--- src/rtl/load_store_unit_pkg.sv ---
// Shared RV32I load/store definitions: funct3 encodings, LSU states, funct3 legality.
package riscv_pkg;

    localparam logic [2:0] F3_B  = 3'd0;
    localparam logic [2:0] F3_H  = 3'd1;
    localparam logic [2:0] F3_W  = 3'd2;
    localparam logic [2:0] F3_BU = 3'd4;
    localparam logic [2:0] F3_HU = 3'd5;

    typedef enum logic [1:0] {
        IDLE,
        ACCESS,
        WAIT
    } lsu_state_t;

    // Stores only have signed widths; loads add the unsigned byte/half forms.
    function automatic logic f3_legal(input logic [2:0] funct3, input logic store);
        logic ok;
        ok = 1'b0;
        case (funct3)
            F3_B, F3_H, F3_W: ok = 1'b1;
            F3_BU, F3_HU:     ok = !store;
            default:          ok = 1'b0;
        endcase
        return ok;
    endfunction

endpackage

--- src/rtl/load_store_unit_align.sv ---
// Combinational lane steering: store mask/data/legality on the request side,
// load extraction and sign/zero extension on the response side.
module lsu_align
    import riscv_pkg::*;
#(
    parameter int FAULT_ON_MISALIGN = 1
) (
    input  logic [2:0]  i_funct3,
    input  logic        i_store,
    input  logic [1:0]  i_ea_lo,
    input  logic [31:0] i_wdata,
    output logic [3:0]  o_mask,
    output logic [31:0] o_data,
    output logic        o_illegal,
    output logic [1:0]  o_ea_lo,
    input  logic [2:0]  i_rd_funct3,
    input  logic [1:0]  i_rd_lo,
    input  logic [31:0] i_mdata,
    output logic [31:0] o_rdata
);

    logic       w_misalign;
    logic [7:0] w_byte;
    logic [15:0] w_half;

    // o_ea_lo carries the force-aligned offset used when misalignment is tolerated.
    always_comb begin
        o_ea_lo    = i_ea_lo;
        w_misalign = 1'b0;
        case (i_funct3)
            F3_H, F3_HU: begin
                if (i_ea_lo[0]) begin
                    w_misalign = 1'b1;
                    o_ea_lo[0] = 1'b0;
                end
            end
            F3_W: begin
                if (i_ea_lo != 2'b00) begin
                    w_misalign = 1'b1;
                    o_ea_lo    = '0;
                end
            end
            default: ;
        endcase
        o_illegal = !f3_legal(i_funct3, i_store) || ((FAULT_ON_MISALIGN != 0) && w_misalign);
    end

    always_comb begin
        o_mask = '0;
        o_data = '0;
        if (i_store) begin
            case (i_funct3)
                F3_B: begin
                    o_mask = 4'b0001 << o_ea_lo;
                    o_data = {4{i_wdata[7:0]}};
                end
                F3_H: begin
                    o_mask = o_ea_lo[1] ? 4'b1100 : 4'b0011;
                    o_data = {2{i_wdata[15:0]}};
                end
                F3_W: begin
                    o_mask = 4'hF;
                    o_data = i_wdata;
                end
                default: ;
            endcase
        end
    end

    always_comb begin
        w_byte = i_mdata[{i_rd_lo, 3'b000} +: 8];
        w_half = i_rd_lo[1] ? i_mdata[31:16] : i_mdata[15:0];
        case (i_rd_funct3)
            F3_B:    o_rdata = {{24{w_byte[7]}}, w_byte};
            F3_BU:   o_rdata = {24'd0, w_byte};
            F3_H:    o_rdata = {{16{w_half[15]}}, w_half};
            F3_HU:   o_rdata = {16'd0, w_half};
            default: o_rdata = i_mdata;
        endcase
    end

endmodule

--- src/rtl/load_store_unit.sv ---
// RV32I load/store unit: IDLE -> ACCESS -> WAIT sequencing around a memory
// with one-cycle registered read latency; all memory-side outputs registered.
module load_store_unit
    import riscv_pkg::*;
#(
    parameter int FAULT_ON_MISALIGN = 1
) (
    input  logic        I_clk,
    input  logic        I_rst,
    input  logic        I_valid,
    input  logic        I_store,
    input  logic [2:0]  I_funct3,
    input  logic [31:0] I_base,
    input  logic [31:0] I_offset,
    input  logic [31:0] I_wdata,
    output logic        O_busy,
    output logic        O_done,
    output logic        O_fault,
    output logic [31:0] O_rdata,
    output logic [31:0] O_addr,
    output logic [31:0] O_data,
    output logic [3:0]  O_mask,
    output logic        O_we,
    input  logic [31:0] I_mdata,
    input  logic        I_stall
);

    lsu_state_t  r_state, w_next;
    logic [31:0] w_ea;
    logic [3:0]  w_mask;
    logic [31:0] w_data;
    logic        w_illegal;
    logic [1:0]  w_ea_lo;
    logic [31:0] w_rdata;
    logic [2:0]  r_f3;
    logic [1:0]  r_lo;
    logic        r_store;
    logic        r_fault;

    assign w_ea = I_base + I_offset;

    lsu_align #(
        .FAULT_ON_MISALIGN(FAULT_ON_MISALIGN)
    ) u_align (
        .i_funct3    (I_funct3),
        .i_store     (I_store),
        .i_ea_lo     (w_ea[1:0]),
        .i_wdata     (I_wdata),
        .o_mask      (w_mask),
        .o_data      (w_data),
        .o_illegal   (w_illegal),
        .o_ea_lo     (w_ea_lo),
        .i_rd_funct3 (r_f3),
        .i_rd_lo     (r_lo),
        .i_mdata     (I_mdata),
        .o_rdata     (w_rdata)
    );

    always_ff @(posedge I_clk) begin
        if (I_rst) r_state <= IDLE;
        else       r_state <= w_next;
    end

    always_comb begin
        w_next = r_state;
        case (r_state)
            IDLE:    if (I_valid) w_next = w_illegal ? WAIT : ACCESS;
            ACCESS:  if (!I_stall) w_next = WAIT;
            WAIT:    w_next = IDLE;
            default: w_next = IDLE;
        endcase
    end

    // Faulting requests skip ACCESS, so the memory port is never loaded for them.
    always_ff @(posedge I_clk) begin
        if (I_rst) begin
            O_busy  <= 1'b0;
            O_done  <= 1'b0;
            O_fault <= 1'b0;
            O_rdata <= '0;
            O_addr  <= '0;
            O_data  <= '0;
            O_mask  <= '0;
            O_we    <= 1'b0;
            r_f3    <= '0;
            r_lo    <= '0;
            r_store <= 1'b0;
            r_fault <= 1'b0;
        end else begin
            O_done  <= 1'b0;
            O_fault <= 1'b0;
            case (r_state)
                IDLE: begin
                    if (I_valid) begin
                        r_f3    <= I_funct3;
                        r_lo    <= w_ea_lo;
                        r_store <= I_store;
                        r_fault <= w_illegal;
                        O_busy  <= 1'b1;
                        if (!w_illegal) begin
                            O_addr <= {w_ea[31:2], 2'b00};
                            O_mask <= w_mask;
                            O_data <= w_data;
                            O_we   <= I_store;
                        end
                    end
                end
                ACCESS: begin
                    if (!I_stall) O_we <= 1'b0;
                end
                WAIT: begin
                    if (!r_store && !r_fault) O_rdata <= w_rdata;
                    O_done  <= 1'b1;
                    O_fault <= r_fault;
                    O_busy  <= 1'b0;
                end
                default: ;
            endcase
        end
    end

endmodule
--- config.mk ---
export PLATFORM = sky130hd
export DESIGN_NAME = load_store_unit
export DESIGN_NICKNAME = d
export VERILOG_FILES = /design/src/rtl/load_store_unit_pkg.sv /design/src/rtl/load_store_unit_align.sv /design/src/rtl/load_store_unit.sv
export SDC_FILE = /design/constraint.sdc
export NUM_CORES = 1
export LEC_CHECK = 0
export ABC_CLOCK_PERIOD_IN_PS = 2700
export CORE_UTILIZATION = 30
export DETAILED_ROUTE_END_ITERATION = 16
export DONT_BUFFER_PORTS = 1
export GPL_TIMING_DRIVEN = 1
export PLACE_DENSITY = 0.54
export SYNTH_ARGS = -nofsm -noshare
export SYNTH_HDL_FRONTEND = slang
export SYNTH_SLANG_ARGS = --single-unit
--- constraint.sdc ---
create_clock -name I_clk -period 2.7 [get_ports I_clk]
set_input_delay 0.54 -clock I_clk [delete_from_list [all_inputs] [get_ports I_clk]]
set_output_delay 0.54 -clock I_clk [all_outputs]
set_load 0.01 [all_outputs]
# Yosys cells after proc, flatten, opt, wreduce, memory -nomap -nowiden
# Index checks and enable logic that the tools add are counted.
[word_totals]
wordCells = 77
regBits = 111
input_bits = 136
[op_classes]
shifts = 2
eq_ne = 12
reduce_logical = 22
muxes = 25
n_bitwise = 2
addsub = 1
[ops]
columns = ["operator", "n"]
rows = [
  ["$pmux W32 S4", 1],
  ["$pmux W32 S3", 1],
  ["$add A32 B32 Y32", 1],
  ["$mux W32", 1],
  ["$shiftx A32 B6 Y8", 1],
  ["$mux W16", 1],
  ["$eq A3 B3 Y1 const B", 4],
  ["$pmux W4 S3", 1],
  ["$pmux W1 S2", 5],
  ["$mux W1", 8],
  ["$mux W2", 4],
  ["$mux W4", 2],
  ["$reduce_and A2 Y1", 4],
  ["$eq A3 B1 Y1 const B", 2],
  ["$logic_not A3 Y1", 2],
  ["$ne A2 B2 Y1 const B", 3],
  ["$reduce_bool A2 Y1", 3],
  ["$reduce_or A2 Y1", 3],
  ["$logic_not A1 Y1", 4],
  ["$pmux W2 S2", 1],
  ["$reduce_and A4 Y1", 1],
  ["$shl A1 B2 Y4 const A", 1],
  ["$eq A3 B2 Y1 const B", 1],
  ["$reduce_and A3 Y1", 1],
  ["other kinds (7)", 8],
]

# Logic depth before layout (Yosys ltp)
# Gate-level depths: netlist (run 1).
[logic_depth]
ltp_word = 8
mapped_depth = 11
mapped_depth_nobuf = 9

# Cells and area by module
# From an unflattened synthesis (run 1), not the netlist that was laid out.
[unflattened]
cells_unflattened = 950
hier_area_um2 = 6846.6
[modules_own_cells]
columns = ["mod", "area_each_um2", "n_inst", "seq_area_each_um2", "cells_per_inst"]
rows = [
  ["load_store_unit", 5517.8, 1, 2222.1, 708],
  ["lsu_align", 1328.8, 1, 0.0, 242],
]

# Worst setup path after synthesis (run 1)
# OpenSTA, ideal clock, no wires.
[synth_path]
path_type = "input -> register"
from = "in I_base[0]"
to = "reg O_data[16]"
arrival_ns = 2.440
cell_stages = 11
setup_slack_ns = 0.142
path_buffers = 2
required_time_ns = 2.583
cell_sequence = "ha_1 fa_1 nor4_2 o21ai_2 nor2_2 and2_1 buf_2 and3_1 buf_4 a22oi_1 nand2_1"
[synth_between]
elab_chain_len = 7
[synth_rtl]
columns = ["item", "line_no", "source"]
rows = [
  ["start: declaration", "load_store_unit.sv:13", "input logic [31:0] I_base,"],
  ["$add A32 B32 Y32 *", "load_store_unit.sv:40", "assign w_ea = I_base + I_offset;"],
  ["$reduce_bool A2 Y1", "load_store_unit_align.sv:38", "if (i_ea_lo != 2'b00) begin"],
  ["$mux W1", "load_store_unit_align.sv:38", ""],
  ["$pmux W1 S2 *", "load_store_unit_align.sv:30", "case (i_funct3)"],
  ["$logic_or A1 B1 Y1 *", "load_store_unit_align.sv:45", "o_illegal = !f3_legal(i_funct3, i_store) || ((FAULT_ON_MISALIGN != 0) && w_misalign);"],
  ["$not A1 Y1 (no source line) *", "-", ""],
  ["$reduce_and A3 Y1 (no source line) *", "-", ""],
  ["end signal: assignment", "load_store_unit.sv:103", "O_data <= w_data;"],
  ["end: declaration", "load_store_unit.sv:21", "output logic [31:0] O_data,"],
]
# Every way passes the cells marked *; elsewhere a longest branch is shown, timed or not.
# A chain may end at the register's enable or synchronous reset.

# Worst setup path in the final report (run 1)
[layout_path]
from = "in I_base[0]"
to = "reg O_data[26]"
# The elaborated chain is that of the path after synthesis.

==> report_table.html, run 1 <==
<table>
<tr><th>Metric</th><th>Value</th></tr>
<tr><th colspan="2">Yosys</th></tr>
<tr><td>Area of the mapped netlist</td><td>6620 µm²</td></tr>
<tr><td>Syn. warnings</td><td>0</td></tr>
<tr><td>Number of synthesized register bits</td><td>111</td></tr>
<tr><td>Post-synth ARST share</td><td>0</td></tr>
<tr><td>Share of the synthesized area in the top cell type</td><td>0.336</td></tr>
<tr><td>Post-synthesis cell type count</td><td>79</td></tr>
<tr><td>Most frequent cells after synthesis</td><td>sky130_fd_sc_hd__nand2_1, sky130_fd_sc_hd__dfxtp_1, sky130_fd_sc_hd__a21oi_1</td></tr>
<tr><td>Avg Inst Size Synth</td><td>7.90 µm²</td></tr>
<tr><td>Seq/Total Area, Yosys</td><td>0.336</td></tr>
<tr><td>Number of enable-type register cells in the synthesized netlist</td><td>0</td></tr>
<tr><td>Most frequently used cell type in the post-synthesis netlist</td><td>sky130_fd_sc_hd__nand2_1</td></tr>
<tr><td>Most instantiated flip-flop cell in the synthesis netlist</td><td>sky130_fd_sc_hd__dfxtp_1</td></tr>
<tr><td>Top cell type by total area after synthesis</td><td>sky130_fd_sc_hd__dfxtp_1</td></tr>
<tr><td>Biggest area contributors in the synthesized netlist</td><td>sky130_fd_sc_hd__dfxtp_1, sky130_fd_sc_hd__a21oi_1, sky130_fd_sc_hd__nand2_1</td></tr>
<tr><td>Gate count of the mapped netlist</td><td>837</td></tr>
<tr><th colspan="2">STA</th></tr>
<tr><td>Total of endpoints with negative setup slack in the final report</td><td>0</td></tr>
<tr><td>Slew at the pin with the worst max-slew slack</td><td>1.11 ns</td></tr>
<tr><td>Clock period minus worst slack</td><td>2.44 ns</td></tr>
<tr><td>Fraction of the cycle the final worst path needs</td><td>0.903</td></tr>
<tr><td>Setup slack of the critical path after layout</td><td>0.261 ns</td></tr>
<tr><td>Final Max Slew Viols</td><td>0</td></tr>
<tr><td>Clock tree skew after final layout</td><td>0.00903 ns</td></tr>
<tr><td>Number of hold violations in the final report</td><td>0</td></tr>
<tr><td>Unrepaired setup endpoints after global routing</td><td>false</td></tr>
<tr><td>Max-slew headroom at the worst pin</td><td>0.256</td></tr>
<tr><td>Upper clock frequency limit</td><td>410 MHz</td></tr>
<tr><th colspan="2">Placement</th></tr>
<tr><td>Placed Cells incl. Taps</td><td>1093</td></tr>
<tr><td>Gpl congestion</td><td>0.867</td></tr>
<tr><td>Minimum setup slack after placement</td><td>-0.135 ns</td></tr>
<tr><td>Port Buf Inserts</td><td>0</td></tr>
<tr><td>Standard cell area after detailed placement</td><td>7010 µm²</td></tr>
<tr><td>Post-detailed-placement half-perimeter wirelength</td><td>16000 µm</td></tr>
<tr><th colspan="2">Final layout</th></tr>
<tr><td>Post-synthesis to final-layout area growth</td><td>10.2%</td></tr>
<tr><td>Finished Core Util</td><td>0.342</td></tr>
<tr><td>Count of filler cells inserted in the layout</td><td>2229</td></tr>
<tr><td>Fin nets</td><td>997</td></tr>
<tr><td>Inserted Diodes</td><td>0</td></tr>
<tr><td>Non-Filler Instances</td><td>1109</td></tr>
<tr><td>Final non-filler cell area</td><td>7290 µm²</td></tr>
<tr><td>Layout cells sized above 1</td><td>0.106</td></tr>
<tr><th colspan="2">Detailed routing</th></tr>
<tr><td>Vias after detailed routing</td><td>6002</td></tr>
<tr><td>Post-route antenna net violation count</td><td>0</td></tr>
<tr><td>Detail-routed via count per cell</td><td>5.41</td></tr>
<tr><td>TritonRoute pass-1 iters</td><td>4</td></tr>
<tr><td>Detailed Route Iter0 Violations</td><td>336</td></tr>
<tr><td>Total DRC errors in the routed layout</td><td>0</td></tr>
<tr><td>WL/cell</td><td>19.1 µm</td></tr>
<tr><td>Sum of routed wire length over all layers</td><td>21100 µm</td></tr>
<tr><th colspan="2">Power</th></tr>
<tr><td>Power density normalized to cell area</td><td>555 nW/µm²</td></tr>
<tr><td>Overall Power</td><td>0.00404 W</td></tr>
<tr><td>Max VDD drop</td><td>0.000249 V</td></tr>
<tr><td>Leakage component of the power</td><td>2.76 nW</td></tr>
<tr><th colspan="2">Floorplanning</th></tr>
<tr><td>Area of the core</td><td>21300 µm²</td></tr>
<tr><td>Top Ports</td><td>240</td></tr>
<tr><td>Die height</td><td>150 µm</td></tr>
<tr><td>Chip Width</td><td>150 µm</td></tr>
<tr><td>Floorplan die area</td><td>22600 µm²</td></tr>
<tr><td>Initial core utilization</td><td>0.311</td></tr>
<tr><td>Rows</td><td>53</td></tr>
<tr><th colspan="2">Critical path</th></tr>
<tr><td>Worst setup path class</td><td>primary input to flop</td></tr>
<tr><td>Worst Path Required</td><td>3.00 ns</td></tr>
<tr><td>Largest fanout of any net on the critical path</td><td>42</td></tr>
<tr><td>Crit. End Element</td><td>flop</td></tr>
<tr><td>Endpoint arrival time on the critical path</td><td>2.74 ns</td></tr>
<tr><td>CP Launch Type</td><td>primary input</td></tr>
<tr><th colspan="2">Clock network</th></tr>
<tr><td>Clock tree from TritonCTS</td><td>done</td></tr>
<tr><td>Clock input transition at the sequential cells of the worst setup and hold paths</td><td>0.07 ns</td></tr>
<tr><td>Resized cells post-CTS</td><td>0</td></tr>
<tr><td>Buffer type at the clock tree root</td><td>sky130_fd_sc_hd__clkbuf_16</td></tr>
<tr><td>H-tree Lvls</td><td>3</td></tr>
<tr><td>Total CTS buffers</td><td>9</td></tr>
<tr><td>Number of buffers added for setup after CTS</td><td>0</td></tr>
<tr><td>Post-cts hold buffer count</td><td>0</td></tr>
<tr><td>Clk Latency, worst-skew pair</td><td>0.35 ns</td></tr>
<tr><td>Max Root-Sink Buffers</td><td>2</td></tr>
<tr><td>Total number of clock tree sinks</td><td>111</td></tr>
<tr><th colspan="2">Global routing</th></tr>
<tr><td>Antenna violations before repair</td><td>0</td></tr>
<tr><td>Overflow after GRT</td><td>0</td></tr>
<tr><td>Number of global-route vias before repair</td><td>5643</td></tr>
<tr><td>Global router's overall resource usage</td><td>0.183</td></tr>
<tr><td>Wire length of the first global-routing pass</td><td>31800 µm</td></tr>
<tr><td>Largest net degree at the start of global routing</td><td>76</td></tr>
<tr><th colspan="2">Min path</th></tr>
<tr><td>Hold/Removal Path Class</td><td>primary input to flop</td></tr>
<tr><th colspan="2">Outcome</th></tr>
<tr><td>Outcome</td><td>finished clean</td></tr>
<tr><th colspan="2">Job</th></tr>
<tr><td>MaxCap Viol Count</td><td>0</td></tr>
</table>
[logic make-up after synthesis]
kind of cell,after synthesis,share of synthesized area
AND/OR/NAND/NOR,294,0.213
AO/OA/AOI/OAI,293,0.297
flip-flops,111,0.336
buffers and inverters,79,0.0522
adder cells (fa/ha/maj),32,0.0617
XOR/XNOR,23,0.0305
multiplexers,4,0.00870
other,1,0.000567
[critical path: stages]
cell and delay (ns):
sky130_fd_sc_hd__ha_1 0.20, sky130_fd_sc_hd__fa_1 0.56, sky130_fd_sc_hd__nor4_2 0.07, sky130_fd_sc_hd__nor2_1 0.15, sky130_fd_sc_hd__nor2_2 0.08, sky130_fd_sc_hd__nor2_4 0.85, sky130_fd_sc_hd__a22o_1 0.27
[final cells by class]
cell class                      count  area [µm²]  share of cell area
Clock inverter                      4        28.8             0.00395
Sequential cell                   111        2220               0.305
Clock buffer                       12         246              0.0338
Timing Repair Buffer               43         323              0.0443
Tap cell                          275         344              0.0472
Multi-Input combinational cell    648        4060               0.558
Inverter                           16        60.1             0.00824
[sequential cells by signal, indices dropped and copies added (netlist names), 2 cells and up]
register / count
O_data: 32
O_addr: 30
r_lo: 2
O_rdata: 32
r_state: 2
r_f3: 3
O_mask: 4
[cell usage in the layout, fill, tap and decap left out, types with 18 or more instances in the layout]
master	instances
sky130_fd_sc_hd__ha_1	31
sky130_fd_sc_hd__nor2_1	52
sky130_fd_sc_hd__nand2_1	120
sky130_fd_sc_hd__nor3_1	37
sky130_fd_sc_hd__a22oi_1	18
sky130_fd_sc_hd__a21oi_1	97
sky130_fd_sc_hd__a22o_1	24
sky130_fd_sc_hd__buf_4	43
sky130_fd_sc_hd__dfxtp_1	111
sky130_fd_sc_hd__o21ai_0	45
[routing by layer]
| metal | global-route usage | vias up | wire length (µm) |
|---|---|---|---|
| li1 | - | 3001 | - |
| met2 | 0.297 | 202 | 9890 |
| met5 | 0 | - | 0 |
| met4 | 0.0525 | 0 | 251 |
| met1 | 0.237 | 2784 | 9400 |
| met3 | 0.0452 | 15 | 1600 |
[final timing paths]
kind	start	end	slack (ns)	cells after the start
hold reg to reg	r_store$_SDFFE_PP0P_	r_store$_SDFFE_PP0P_	0.48	2
setup / recovery	I_base[0]	O_data[26]$_SDFFE_PP0P_	0.26	7
setup reg to reg	r_state[0]$_SDFFE_PP0P_	O_rdata[30]$_SDFFE_PP0P_	0.53	6
hold / removal	I_rst	O_addr[31]$_SDFFE_PP0P_	0.28	1
[stage by stage]
stage,TNS (ns),hold slack (ns)
final,0,0.277
after global routing,0,0.258
after CTS,0,0.252
after detailed placement,-4.34,0.471
after global placement,-3.64,0.464
after floorplan,0,0.446
[report_power, final]
part	leakage [nW]	total [W]	switching (W)	internal [W]
clock	0.129	0.00131	0.000655	0.000657
sequential	0.901	0.00183	0.000105	0.00172
combinational	1.73	0.000903	0.000530	0.000373
No activity file was read; power rests on OpenSTA's default activity.
==> run 2, diff against run 1 <==
--- a/config.mk
+++ b/config.mk
@@ -10,6 +10,7 @@
 export DETAILED_ROUTE_END_ITERATION = 16
 export DONT_BUFFER_PORTS = 1
 export GPL_TIMING_DRIVEN = 1
+export MAX_ROUTING_LAYER = met4
 export PLACE_DENSITY = 0.54
 export SYNTH_ARGS = -nofsm -noshare
 export SYNTH_HDL_FRONTEND = slang
==> run 2 against run 1 <==
Effect of this change: cell count stayed put; global-route usage is 0.52 points higher; clock power hardly changed; flip-flop and latch count stayed put; non-clock buffer count stayed put; sequential power hardly changed; critical path type unchanged; cell area stayed put; register-to-register slack hardly changed; total power hardly changed; largest power group unchanged; count of clock-buffer cells in the layout stayed put.
==> report_table.html, run 2 (synthesized netlist as in run 1, its figures left out) <==
<table>
<tr><th>Metric</th><th>Value</th></tr>
<tr><th colspan="2">Outcome</th></tr>
<tr><td>Outcome</td><td>finished clean</td></tr>
<tr><th colspan="2">Min path</th></tr>
<tr><td>Worst Hold Endpoint</td><td>O_addr[31]$_SDFFE_PP0P_</td></tr>
<tr><td>Hold/Removal Path Class</td><td>primary input to flop</td></tr>
<tr><td>Hold path start</td><td>I_rst</td></tr>
<tr><td>Min-Delay Path Depth</td><td>1</td></tr>
<tr><th colspan="2">STA</th></tr>
<tr><td>Fraction of the cycle the final worst path needs</td><td>0.903</td></tr>
<tr><td>Total of endpoints with negative setup slack in the final report</td><td>0</td></tr>
<tr><td>Setup slack of the critical path after layout</td><td>0.261 ns</td></tr>
<tr><td>Upper clock frequency limit</td><td>410 MHz</td></tr>
<tr><td>Clock tree skew after final layout</td><td>0.00852 ns</td></tr>
<tr><td>Unrepaired setup endpoints after global routing</td><td>false</td></tr>
<tr><td>Clock period minus worst slack</td><td>2.44 ns</td></tr>
<tr><td>Number of hold violations in the final report</td><td>0</td></tr>
<tr><td>Final Max Slew Viols</td><td>0</td></tr>
<tr><td>Worst Hold Margin</td><td>0.277 ns</td></tr>
<tr><td>Slew at the pin with the worst max-slew slack</td><td>1.11 ns</td></tr>
<tr><td>Max-slew headroom at the worst pin</td><td>0.257</td></tr>
<tr><th colspan="2">Floorplanning</th></tr>
<tr><td>Chip Width</td><td>150 µm</td></tr>
<tr><td>Top Ports</td><td>240</td></tr>
<tr><td>Initial core utilization</td><td>0.311</td></tr>
<tr><td>Area of the core</td><td>21300 µm²</td></tr>
<tr><td>Floorplan die area</td><td>22600 µm²</td></tr>
<tr><td>Rows</td><td>53</td></tr>
<tr><td>Die height</td><td>150 µm</td></tr>
<tr><th colspan="2">Critical path</th></tr>
<tr><td>Worst Path Required</td><td>3.00 ns</td></tr>
<tr><td>Reg-to-reg critical path startpoint</td><td>r_state[0]$_SDFFE_PP0P_</td></tr>
<tr><td>Family of cells with the greatest summed delay on the critical path</td><td>simple AND/OR/NAND/NOR gates</td></tr>
<tr><td>Reg2reg end</td><td>O_rdata[30]$_SDFFE_PP0P_</td></tr>
<tr><td>Reg2Reg Setup Slack</td><td>0.54 ns</td></tr>
<tr><td>Number of logic stages on the critical path including buffering</td><td>7</td></tr>
<tr><td>CP Launch Type</td><td>primary input</td></tr>
<tr><td>Worst setup path class</td><td>primary input to flop</td></tr>
<tr><td>Largest fanout of any net on the critical path</td><td>42</td></tr>
<tr><td>Endpoint arrival time on the critical path</td><td>2.74 ns</td></tr>
<tr><td>Highest cell delay on the worst timing path</td><td>0.85 ns</td></tr>
<tr><td>Cells along the critical path</td><td>ha_1 -&gt; fa_1 -&gt; nor4_2 -&gt; nor2_1 -&gt; nor2_2 -&gt; nor2_4 -&gt; a22o_1</td></tr>
<tr><td>Slowest cell on crit path</td><td>sky130_fd_sc_hd__nor2_4</td></tr>
<tr><td>Crit. End Element</td><td>flop</td></tr>
<tr><td>Path depth of the worst reg2reg path</td><td>6</td></tr>
<tr><td>Crit path buffers/inverters</td><td>0</td></tr>
<tr><th colspan="2">Power</th></tr>
<tr><td>Leakage component of the power</td><td>2.76 nW</td></tr>
<tr><td>Portion of total power attributed to the clock network</td><td>0.325</td></tr>
<tr><td>Overall Power</td><td>0.00405 W</td></tr>
<tr><td>Sequential share of power</td><td>0.452</td></tr>
<tr><td>Logic gate share of total power</td><td>0.223</td></tr>
<tr><td>Max VDD drop</td><td>0.000249 V</td></tr>
<tr><td>Power density normalized to cell area</td><td>555 nW/µm²</td></tr>
<tr><td>Int Power</td><td>0.00275 W</td></tr>
<tr><td>Power spent charging and discharging nets</td><td>0.00129 W</td></tr>
<tr><td>Switching part of the total</td><td>0.320</td></tr>
<tr><th colspan="2">Final layout</th></tr>
<tr><td>Post-synthesis to final-layout area growth</td><td>10.2%</td></tr>
<tr><td>Fin nets</td><td>997</td></tr>
<tr><td>Area used by multi-input combinational logic</td><td>4060 µm²</td></tr>
<tr><td>Count of filler cells inserted in the layout</td><td>2229</td></tr>
<tr><td>Most used cells in the layout excluding fill and tap cells</td><td>sky130_fd_sc_hd__nand2_1, sky130_fd_sc_hd__dfxtp_1, sky130_fd_sc_hd__a21oi_1, sky130_fd_sc_hd__nor2_1, sky130_fd_sc_hd__o21ai_0</td></tr>
<tr><td>Leading registers by flop count</td><td>O_data (32), O_rdata (32), O_addr (30)</td></tr>
<tr><td>Inserted Diodes</td><td>0</td></tr>
<tr><td>Most common library cell in the layout ignoring fill and taps</td><td>sky130_fd_sc_hd__nand2_1</td></tr>
<tr><td>Sequential cell area</td><td>2220 µm²</td></tr>
<tr><td>Layout cells sized above 1</td><td>0.106</td></tr>
<tr><th colspan="2">Detailed routing</th></tr>
<tr><td>Detailed Route Iter0 Violations</td><td>326</td></tr>
<tr><td>Vias after detailed routing</td><td>6027</td></tr>
<tr><td>Total DRC errors in the routed layout</td><td>0</td></tr>
<tr><td>Sum of routed wire length over all layers</td><td>21100 µm</td></tr>
<tr><td>Detail-routed via count per cell</td><td>5.43</td></tr>
<tr><td>WL/cell</td><td>19.0 µm</td></tr>
<tr><td>TritonRoute pass-1 iters</td><td>4</td></tr>
<tr><td>Post-route antenna net violation count</td><td>0</td></tr>
<tr><th colspan="2">Placement</th></tr>
<tr><td>Post-detailed-placement half-perimeter wirelength</td><td>16000 µm</td></tr>
<tr><td>Gpl congestion</td><td>0.881</td></tr>
<tr><td>Minimum setup slack after placement</td><td>-0.135 ns</td></tr>
<tr><td>Port Buf Inserts</td><td>0</td></tr>
<tr><th colspan="2">Clock network</th></tr>
<tr><td>Max Root-Sink Buffers</td><td>2</td></tr>
<tr><td>Resized cells post-CTS</td><td>0</td></tr>
<tr><td>Clk Latency, worst-skew pair</td><td>0.35 ns</td></tr>
<tr><td>Clock input transition at the sequential cells of the worst setup and hold paths</td><td>0.07 ns</td></tr>
<tr><td>H-tree Lvls</td><td>3</td></tr>
<tr><td>Number of buffers added for setup after CTS</td><td>0</td></tr>
<tr><td>Buffer type at the clock tree root</td><td>sky130_fd_sc_hd__clkbuf_16</td></tr>
<tr><td>Total number of clock tree sinks</td><td>111</td></tr>
<tr><td>Post-cts hold buffer count</td><td>0</td></tr>
<tr><td>Clock tree from TritonCTS</td><td>done</td></tr>
<tr><td>Total CTS buffers</td><td>9</td></tr>
<tr><th colspan="2">Global routing</th></tr>
<tr><td>Largest net degree at the start of global routing</td><td>76</td></tr>
<tr><td>Global router's overall resource usage</td><td>0.188</td></tr>
<tr><td>Wire length of the first global-routing pass</td><td>31800 µm</td></tr>
<tr><td>Antenna violations before repair</td><td>0</td></tr>
<tr><td>Overflow after GRT</td><td>0</td></tr>
<tr><td>Number of global-route vias before repair</td><td>5646</td></tr>
<tr><th colspan="2">Job</th></tr>
<tr><td>MaxCap Viol Count</td><td>0</td></tr>
</table>
==> run 2: cell counts in the layout (fill, tap and decap cells not counted) <==
No cell type changed its count.
==> run 2: worst reg2reg max path: stages (launching register included) <==
cell and delay (ns):
sky130_fd_sc_hd__dfxtp_1 0.35, sky130_fd_sc_hd__nand2b_1 0.22, sky130_fd_sc_hd__or3_1 0.52, sky130_fd_sc_hd__a21oi_4 0.37, sky130_fd_sc_hd__o21ai_2 0.26, sky130_fd_sc_hd__a21oi_1 0.23
sky130_fd_sc_hd__nor3_1 0.08
==> run 2: final cells by class <==
type	count	area share
clock buffer	12	0.0338
clock inverter	4	0.00395
inverter	16	0.00824
multi-input combinational	648	0.558
sequential	111	0.305
tap	275	0.0472
timing repair buffer	43	0.0443
==> run 2: worst max-delay path by stage <==
| stage | startpoint | to | slack (ns) |
|---|---|---|---|
| after detailed placement | I_base[0] | O_data[26]$_SDFFE_PP0P_ | -0.14 |
| final | I_base[0] | O_data[26]$_SDFFE_PP0P_ | 0.26 |
| after floorplan | I_base[0] | O_data[16]$_SDFFE_PP0P_ | 0.14 |
| after CTS | I_base[0] | O_data[5]$_SDFFE_PP0P_ | 0.25 |
| after global placement | I_base[0] | O_data[29]$_SDFFE_PP0P_ | -0.11 |
| after global routing | I_base[0] | O_addr[13]$_SDFFE_PP0P_ | 0.13 |
==> run 2: per-stage QoR <==
stage          TNS, ns  instance area (µm²)  instances   util
2_1_floorplan        0                 6620        838      -
3_3_place_gp     -3.64                 7010       1093  0.329
3_5_place_dp     -4.34                 7010       1093  0.329
4_1_cts              0                 7290       1109  0.342
5_1_grt              0                 7290       1109  0.342
6_report             0                 7290       1109  0.342
==> run 2: routing by layer <==
| layer | track usage | up-vias | routed length, µm | share of wire |
|---|---|---|---|---|
| li1 | - | 3010 | - | - |
| met1 | 0.238 | 2811 | 9480 | 0.45 |
| met2 | 0.297 | 192 | 9910 | 0.47 |
| met3 | 0.0430 | 14 | 1500 | 0.071 |
| met4 | 0.0525 | 0 | 221 | 0.010 |
| met5 | - | - | 0 | 0 |
==> run 2: power by group through the flow <==
stage | Sequential [W] | Clock [W] | Combinational, W
floorplan | 0.00184 | 0 | 0.000700
global placement | 0.00187 | 0 | 0.000895
detailed placement | 0.00187 | 0 | 0.000897
CTS | 0.00183 | 0.00135 | 0.000903
global route | 0.00184 | 0.00142 | 0.00100
finish | 0.00183 | 0.00132 | 0.000904
==> run 3, diff against run 2 <==
--- a/config.mk
+++ b/config.mk
@@ -5,8 +5,8 @@
 export SDC_FILE = /design/constraint.sdc
 export NUM_CORES = 1
 export LEC_CHECK = 0
-export ABC_CLOCK_PERIOD_IN_PS = 2700
 export CORE_UTILIZATION = 30
+export CTS_CLUSTER_SIZE = 20
 export DETAILED_ROUTE_END_ITERATION = 16
 export DONT_BUFFER_PORTS = 1
 export GPL_TIMING_DRIVEN = 1
==> results of run 3 <==
Same layout as run 2: the final DEF is identical, and so are final timing and power.
